--- config.mk ---
export PLATFORM = sky130hd
export DESIGN_NAME = norm_stage
export DESIGN_NICKNAME = d
export VERILOG_FILES = /design/src/rtl/norm_stage.sv
export SDC_FILE = /design/constraint.sdc
export NUM_CORES = 2
export LEC_CHECK = 0
export CORE_UTILIZATION = 65
export CTS_BUF_LIST = sky130_fd_sc_hd__clkbuf_8
export DETAILED_ROUTE_END_ITERATION = 10
export GPL_ROUTABILITY_DRIVEN = 0
export PLACE_DENSITY = 0.85
export SYNTH_ARGS = -nofsm -noshare
export SYNTH_HDL_FRONTEND = slang
export SYNTH_SLANG_ARGS = --single-unit
--- constraint.sdc ---
create_clock -name clk -period 9.4 [get_ports clk]
set_clock_uncertainty 0.2 [all_clocks]
set_input_delay 0.94 -clock clk [delete_from_list [all_inputs] [get_ports clk]]
set_output_delay 0.94 -clock clk [all_outputs]
set_load 0.05 [all_outputs]
--- src/rtl/norm_stage.sv ---
// norm_stage: per-lane normalization ahead of pooling, 2-cycle fixed latency.
// out_i = sat((x_i - mean) * inv_var >>> NORM_SHIFT), bypass passes x_i through.
//
// Ports:
//   clk, reset (async, active low)
//   enable_norm        1 = normalize, 0 = bypass (also forces done_norm high)
//   mean, inv_var      signed offset, unsigned scale, captured with the row
//   in_data_available  row valid; inp_data lane i at [i*DWIDTH +: DWIDTH]
//   validity_mask      bit i = 0 zeroes lane i in normalize mode
//   out_data, out_data_available, done_norm  towards the pooling stage
module norm_stage #(
    parameter int DESIGN_SIZE = 16,
    parameter int DWIDTH      = 8,
    parameter int MASK_WIDTH  = 16,
    parameter int NORM_SHIFT  = 4
) (
    input  logic                          clk,
    input  logic                          reset,
    input  logic                          enable_norm,
    input  logic [DWIDTH-1:0]             mean,
    input  logic [DWIDTH-1:0]             inv_var,
    input  logic                          in_data_available,
    input  logic [DESIGN_SIZE*DWIDTH-1:0] inp_data,
    input  logic [MASK_WIDTH-1:0]         validity_mask,
    output logic [DESIGN_SIZE*DWIDTH-1:0] out_data,
    output logic                          out_data_available,
    output logic                          done_norm
);

    localparam int PW = 2 * (DWIDTH + 1);
    localparam int CW = $clog2(DESIGN_SIZE + 1);
    localparam logic signed [PW-1:0] SAT_HI = PW'((1 << (DWIDTH - 1)) - 1);
    localparam logic signed [PW-1:0] SAT_LO = ~SAT_HI;

    typedef struct packed {
        logic                                valid;
        logic                                mode;
        logic [DWIDTH-1:0]                   inv_var;
        logic [MASK_WIDTH-1:0]               mask;
        logic [DESIGN_SIZE-1:0][DWIDTH:0]    diff;
        logic [DESIGN_SIZE-1:0][DWIDTH-1:0]  x;
    } s1_t;

    typedef struct packed {
        logic                                valid;
        logic                                mode;
        logic [DESIGN_SIZE-1:0][DWIDTH-1:0]  data;
    } s2_t;

    typedef enum logic [1:0] {
        IDLE = 2'd0,
        RUN  = 2'd1,
        DONE = 2'd2
    } state_t;

    s1_t    s1_d, s1_q;
    s2_t    s2_d, s2_q;
    state_t state, state_n;
    logic [CW-1:0] cnt, cnt_n;

    logic [DESIGN_SIZE-1:0][DWIDTH:0]   lane_diff;
    logic [DESIGN_SIZE-1:0][DWIDTH-1:0] lane_res;

    // Stage 1 arithmetic: 9-bit difference, cannot overflow.
    for (genvar g = 0; g < DESIGN_SIZE; g++) begin : g_diff
        logic [DWIDTH-1:0] x;
        assign x = inp_data[g*DWIDTH +: DWIDTH];
        assign lane_diff[g] = {x[DWIDTH-1], x} - {mean[DWIDTH-1], mean};
    end

    always_comb begin
        s1_d         = '0;
        s1_d.valid   = in_data_available;
        s1_d.mode    = enable_norm;
        s1_d.inv_var = inv_var;
        s1_d.mask    = validity_mask;
        s1_d.diff    = lane_diff;
        s1_d.x       = inp_data;
    end

    // Stage 2 arithmetic: full product fits PW bits, so no overflow
    // before the shift; >>> on a signed value floors toward -inf.
    for (genvar g = 0; g < DESIGN_SIZE; g++) begin : g_lane
        logic signed [PW-1:0] dx;
        logic signed [PW-1:0] iv;
        logic signed [PW-1:0] prod;
        logic signed [PW-1:0] shr;

        assign dx   = PW'($signed(s1_q.diff[g]));
        assign iv   = PW'({1'b0, s1_q.inv_var});
        assign prod = dx * iv;
        assign shr  = prod >>> NORM_SHIFT;

        always_comb begin
            lane_res[g] = shr[DWIDTH-1:0];
            if (shr > SAT_HI) begin
                lane_res[g] = SAT_HI[DWIDTH-1:0];
            end else if (shr < SAT_LO) begin
                lane_res[g] = SAT_LO[DWIDTH-1:0];
            end
            if (!s1_q.mask[g]) begin
                lane_res[g] = '0;
            end
            if (!s1_q.mode) begin
                lane_res[g] = s1_q.x[g];
            end
        end
    end

    always_comb begin
        s2_d       = '0;
        s2_d.valid = s1_q.valid;
        s2_d.mode  = s1_q.mode;
        s2_d.data  = lane_res;
    end

    always_ff @(posedge clk or negedge reset) begin
        if (!reset) begin
            s1_q <= '0;
            s2_q <= '0;
        end else begin
            s1_q <= s1_d;
            s2_q <= s2_d;
        end
    end

    assign out_data           = s2_q.data;
    assign out_data_available = s2_q.valid;

    // Tile tracking counts normalize-mode rows as they leave stage 2.
    always_ff @(posedge clk or negedge reset) begin
        if (!reset) begin
            state <= IDLE;
            cnt   <= '0;
        end else begin
            state <= state_n;
            cnt   <= cnt_n;
        end
    end

    always_comb begin
        state_n   = state;
        cnt_n     = cnt;
        done_norm = 1'b0;
        unique case (state)
            IDLE: begin
                if (in_data_available) begin
                    state_n = RUN;
                end
            end
            RUN: begin
                if (s2_q.valid && s2_q.mode) begin
                    cnt_n = cnt + CW'(1);
                    if (cnt_n == CW'(DESIGN_SIZE)) begin
                        state_n = DONE;
                    end
                end
            end
            DONE: begin
                done_norm = 1'b1;
            end
            default: begin
                state_n = IDLE;
            end
        endcase
        // Bypass overrides everything: tile restarts, downstream never waits.
        if (!enable_norm) begin
            state_n   = IDLE;
            cnt_n     = '0;
            done_norm = 1'b1;
        end
    end

endmodule

== Yosys cells after proc, flatten, opt, wreduce, memory -nomap -nowiden ==
Index checks and enable logic that the tools add are counted.

* Register bits after elaboration: 435
* Word-level logic and storage cells: 208
* Bits of input ports: 164
* Output and inout bits: 130

* Add/subtract/negate cells: 17
* Equal/unequal tests: 9
* Reductions and logical operators: 4
* $mul: 16
* $lt $le $gt $ge: 32
* Multiplexer cells: 74

{| class="wikitable"
|+ Operators by type and width
! cell !! count
|-
| $mux W8 || 64
|-
| $mul A9 B9 Y18 || 16
|-
| $gt A14 B8 Y1 const B || 16
|-
| $lt A14 B8 Y1 const B || 16
|-
| $sub A8 B8 Y9 || 16
|-
| $mux W5 || 3
|-
| $ne A3 B3 Y1 const B || 3
|-
| $mux W2 || 4
|-
| $pmux W2 S3 || 1
|-
| $add A5 B1 Y5 const B || 1
|-
| $eq A5 B5 Y1 const B || 1
|-
| $ne A2 B1 Y1 const B || 2
|-
| $reduce_and A4 Y1 || 1
|-
| $eq A2 B1 Y1 const B || 1
|-
| $eq A2 B2 Y1 const B || 1
|-
| $logic_not A2 Y1 || 1
|-
| $mux W1 || 2
|-
| $ne A2 B2 Y1 const B || 1
|-
| $reduce_and A2 Y1 || 1
|-
| $logic_and A1 B1 Y1 || 1
|}

== Logic depth before layout (Yosys ltp) ==
* Depth after elaboration: 6
* Mapped depth: 24
* Gate-level depth less buffers: 20

== Worst setup path before layout ==
OpenSTA, ideal clock, no wires.

* Path kind: register to register
* Start point: register s1_q (netlist bit g_lane[0].iv[3])
* End point: register s2_q (netlist bit out_data[0])
* Path buffers: 3
* Arrival: 5617 ps
* Data required time: 9109 ps
* Period minus slack after synthesis: 5908 ps
* Setup time: 91 ps
* Setup slack: 3492 ps
* Cell stages (with the launch flop): 22
* Cells stage by stage: dfrtp_1 > clkbuf_1 > clkbuf_1 > clkbuf_1 > nand2_1 > fa_1 > inv_1 > fa_1 > fa_1 > inv_1 > fa_1 > inv_1 > ha_1 > a21o_1 > a21oi_2 > o21ai_1 > a41oi_1 > xor2_1 > or4_1 > o41ai_2 > nand3_1 > o221ai_1

{| class="wikitable"
|+ RTL lines
! item !! RTL line !! RTL
|-
| start: declaration || 56 || <nowiki>s1_t s1_d, s1_q;</nowiki>
|-
| start signal: assignment || 119 || <nowiki>s1_q <= '0;</nowiki>
|-
| start signal: assignment || 122 || <nowiki>s1_q <= s1_d;</nowiki>
|-
| end signal: assignment || 120 || <nowiki>s2_q <= '0;</nowiki>
|-
| end signal: assignment || 123 || <nowiki>s2_q <= s2_d;</nowiki>
|-
| end: declaration || 57 || <nowiki>s2_t s2_d, s2_q;</nowiki>
|}

==> flow_summary.yaml <==
timing:
  hold_ws_ps: 167
  slew_violations: 0
  period_needed_ps: 6860
  max_freq_mhz: 146
  max_slew.worst_pin.slew_ps: 1130
  finalSetupTns_ps: 0
  slew_headroom: 0.247
  finalSetupViolCount: 0
  rsz0062_at_grt: "false"
  hold_viol: 0
  fin_crit_sh: 0.730
clock_tree:
  htreeDepth: 3
  clk_path_buf_depth: 3
  cts_tree: "built"
  clkLatencyLatePin_ps: 760
  root_buffer: "clkbuf_8"
  postCtsSetupRepairBufs: 0
  clkTransAtPathRegs_ps: 60
  cts_made_buffers: 80
  cts.sinks: 435
setup_path:
  rr_worst_depth: 19
  cp_top_family: "adder cells"
  crit_arrival_ps: 7300
  crit_chain: "buf_12 > nand2_1 > fa_1 > inv_1 > fa_1 > inv_1 > fa_1 > fa_1 > inv_1 > ha_1 > o21ai_0 > nor2_1 > o21a_1 > mux2i_1 > a21oi_1 > or3_1 > o41ai_1 > nand2_1 > a22o_1"
  crit_type: "flop to flop"
  path_depth: 19
  required_ps: 9840
  crit_path_start_kind: "flop"
  path_buf_inv: 4
  cp_max_fo: 94
  max_stage_delay_ps: 840
  path_common_cell: "fa_1"
  cp_slowest_cell: "dfrtp_4"
  endpoint_kind: "flop"
synth:
  synth_top_family_by_area: "adder cells"
  synth-compound-area-share: 0.0905
  synthSimpleGateAreaFrac: 0.145
  ys_ff_latch: 435
  syn_area_um2: 64700
  synth-main-ff-cell: "dfrtp_1"
  async_flop_share: 1.00
  yosysSeqAreaShare: 0.168
  synth_cell_type_count: 104
  synth_xor_area_frac: 0.0434
  syn_avg_cell_area_um2: 9.24
  yosys_warnings: 0
  syn_inst: 7001
  synthMuxAreaShare: 0.00389
  synthesis.nets: 8798
  synth_adder_area_share: 0.429
  synth_edf_count: 0
routing:
  drt-pass1-iter-count: 6
  num_vias: 47719
  wire_per_inst_um: 18.3
  dr.first_iter.drc_count: 3150
  drcViolationCount: 0
  vias_per_cell: 5.64
  wirelength_um: 155000
  postRouteAntennaNets: 0
finish:
  fill_cells: 7207
  fin_nets: 8905
  drive_gt1_frac: 0.0343
  area_growth_pct: 7.79
grt:
  grt_pass1_wl_um: 256000
  grt_overflow_total: 0
  grt_pass1_vias: 51038
  antenna_found_initial: 11
  grt_max_degree: 148
  gr-usage-all-layers: 0.318
floorplanning:
  rows: 115
  dieArea_um2: 101000
  die_y_um: 317
  die_x_um: 317
  coreArea_um2: 98400
  ios: 294
  start_util: 0.657
flow_run:
  drv_cap: 0
hold_path:
  holdPathStages: 0
  hp-class: "flop to flop"
placement:
  port_buffers: 293
  hpwl_um: 116000
status:
  status: "complete, no violations"
[layout make-up]
cell class	count	area (um2)	area share
diodes	5	12.5	0.000179
clock buffers	103	1420	0.0203
clock inverters	40	334	0.00479
inverters	1637	6150	0.0882
multi-input cells	4628	46000	0.660
flip-flops and latches	435	10900	0.157
well taps	1287	1610	0.0231
repair buffers	326	3240	0.0465
[layer usage]
layer  wire [um]  global-route usage
met3       12100              0.0650
met5          95                   0
met1       61700               0.405
met4        6110               0.131
met2       74800               0.531
[path summary, 6_finish.rpt]
| path | end | start | slack [ps] |
|---|---|---|---|
| worst max register to register | out_data[113] | g_lane[0].iv[2] | 2540 |
| worst min register to register | out_data_available | s1_q[297] | 170 |
| min in group asynchronous | s1_q[274] | reset | 560 |
| max in group asynchronous | out_data[125] | reset | 6400 |
| worst max-delay path | out_data[113] | g_lane[0].iv[2] | 2540 |
| worst min-delay path | out_data_available | s1_q[297] | 170 |
[per-stage QoR]
| stage | util | worst slack (ps) | instances | instance area, um2 |
|---|---|---|---|---|
| 3_3_place_gp | 0.690 | 2800 | 8312 | 67900 |
| 6_report | 0.708 | 2540 | 8461 | 69700 |
| 5_1_grt | 0.708 | 2160 | 8460 | 69700 |
| 3_5_place_dp | 0.690 | 2670 | 8312 | 67900 |
| 4_1_cts | 0.708 | 2590 | 8456 | 69700 |
| 2_1_floorplan | - | 3490 | 7001 | 64700 |
[timing repair]
item / CTS / global route
hold buffers: 1 / 0
gates resized for setup: 0 / 0
hold endpoints to repair: 22 / 0
[synthesized netlist by cell type (all sizes together), types with 12 or more instances]
cell | instances | share of area
inv | 1637 | 0.095
fa | 976 | 0.30
nand2 | 683 | 0.040
ha | 657 | 0.13
and2 | 591 | 0.057
dfrtp | 435 | 0.17
a21oi | 192 | 0.015
xnor2 | 184 | 0.025
o21ai | 176 | 0.014
clkbuf | 167 | 0.0097
nor2 | 155 | 0.0090
buf | 134 | 0.015
xor2 | 126 | 0.017
nand2b | 96 | 0.0093
a21o | 90 | 0.010
nor2b | 81 | 0.0081
nand3 | 52 | 0.0040
a211oi | 51 | 0.0060
nor3 | 48 | 0.0038
o21a | 39 | 0.0045
a221o | 32 | 0.0050
o211ai | 27 | 0.0034
nand4 | 22 | 0.0021
nand4b | 22 | 0.0034
a22o | 20 | 0.0027
a211o | 17 | 0.0023
a31oi | 17 | 0.0019
mux2 | 17 | 0.0030
o2bb2ai | 17 | 0.0023
a22oi | 16 | 0.0019
o311ai | 12 | 0.0016
[kinds of logic after synthesis]
group	count (synthesis)
adder cells (fa/ha/maj)	1633
flip-flops	435
AO/OA/AOI/OAI	836
XOR/XNOR	314
multiplexers	23
AND/OR/NAND/NOR	1822
buffers and inverters	1938
[sequential cells by signal (all words and copies together), names as in the netlist]
register and flops:
s1_q 146, g_lane.dx 144, out_data 128, g_lane.iv 8
cnt 5, state 2, out_data_available 1, s2_q 1
[layout by cell type, fill, tap and decap left out, types with 52 or more instances in the layout]
master	n
inv_1	1652
fa_1	976
nand2_1	682
ha_1	657
and2_1	591
dfrtp_1	426
clkdlybuf4s50_1	290
a21oi_1	187
xnor2_1	184
o21ai_0	163
nor2_1	155
xor2_1	126
clkbuf_8	103
nand2b_1	96
a21o_1	90
nor2b_1	78
nand3_1	52
Power is left out: the tool's default activity adds up to more than one toggle a clock period on the data nets, which glitch-free logic cannot reach.
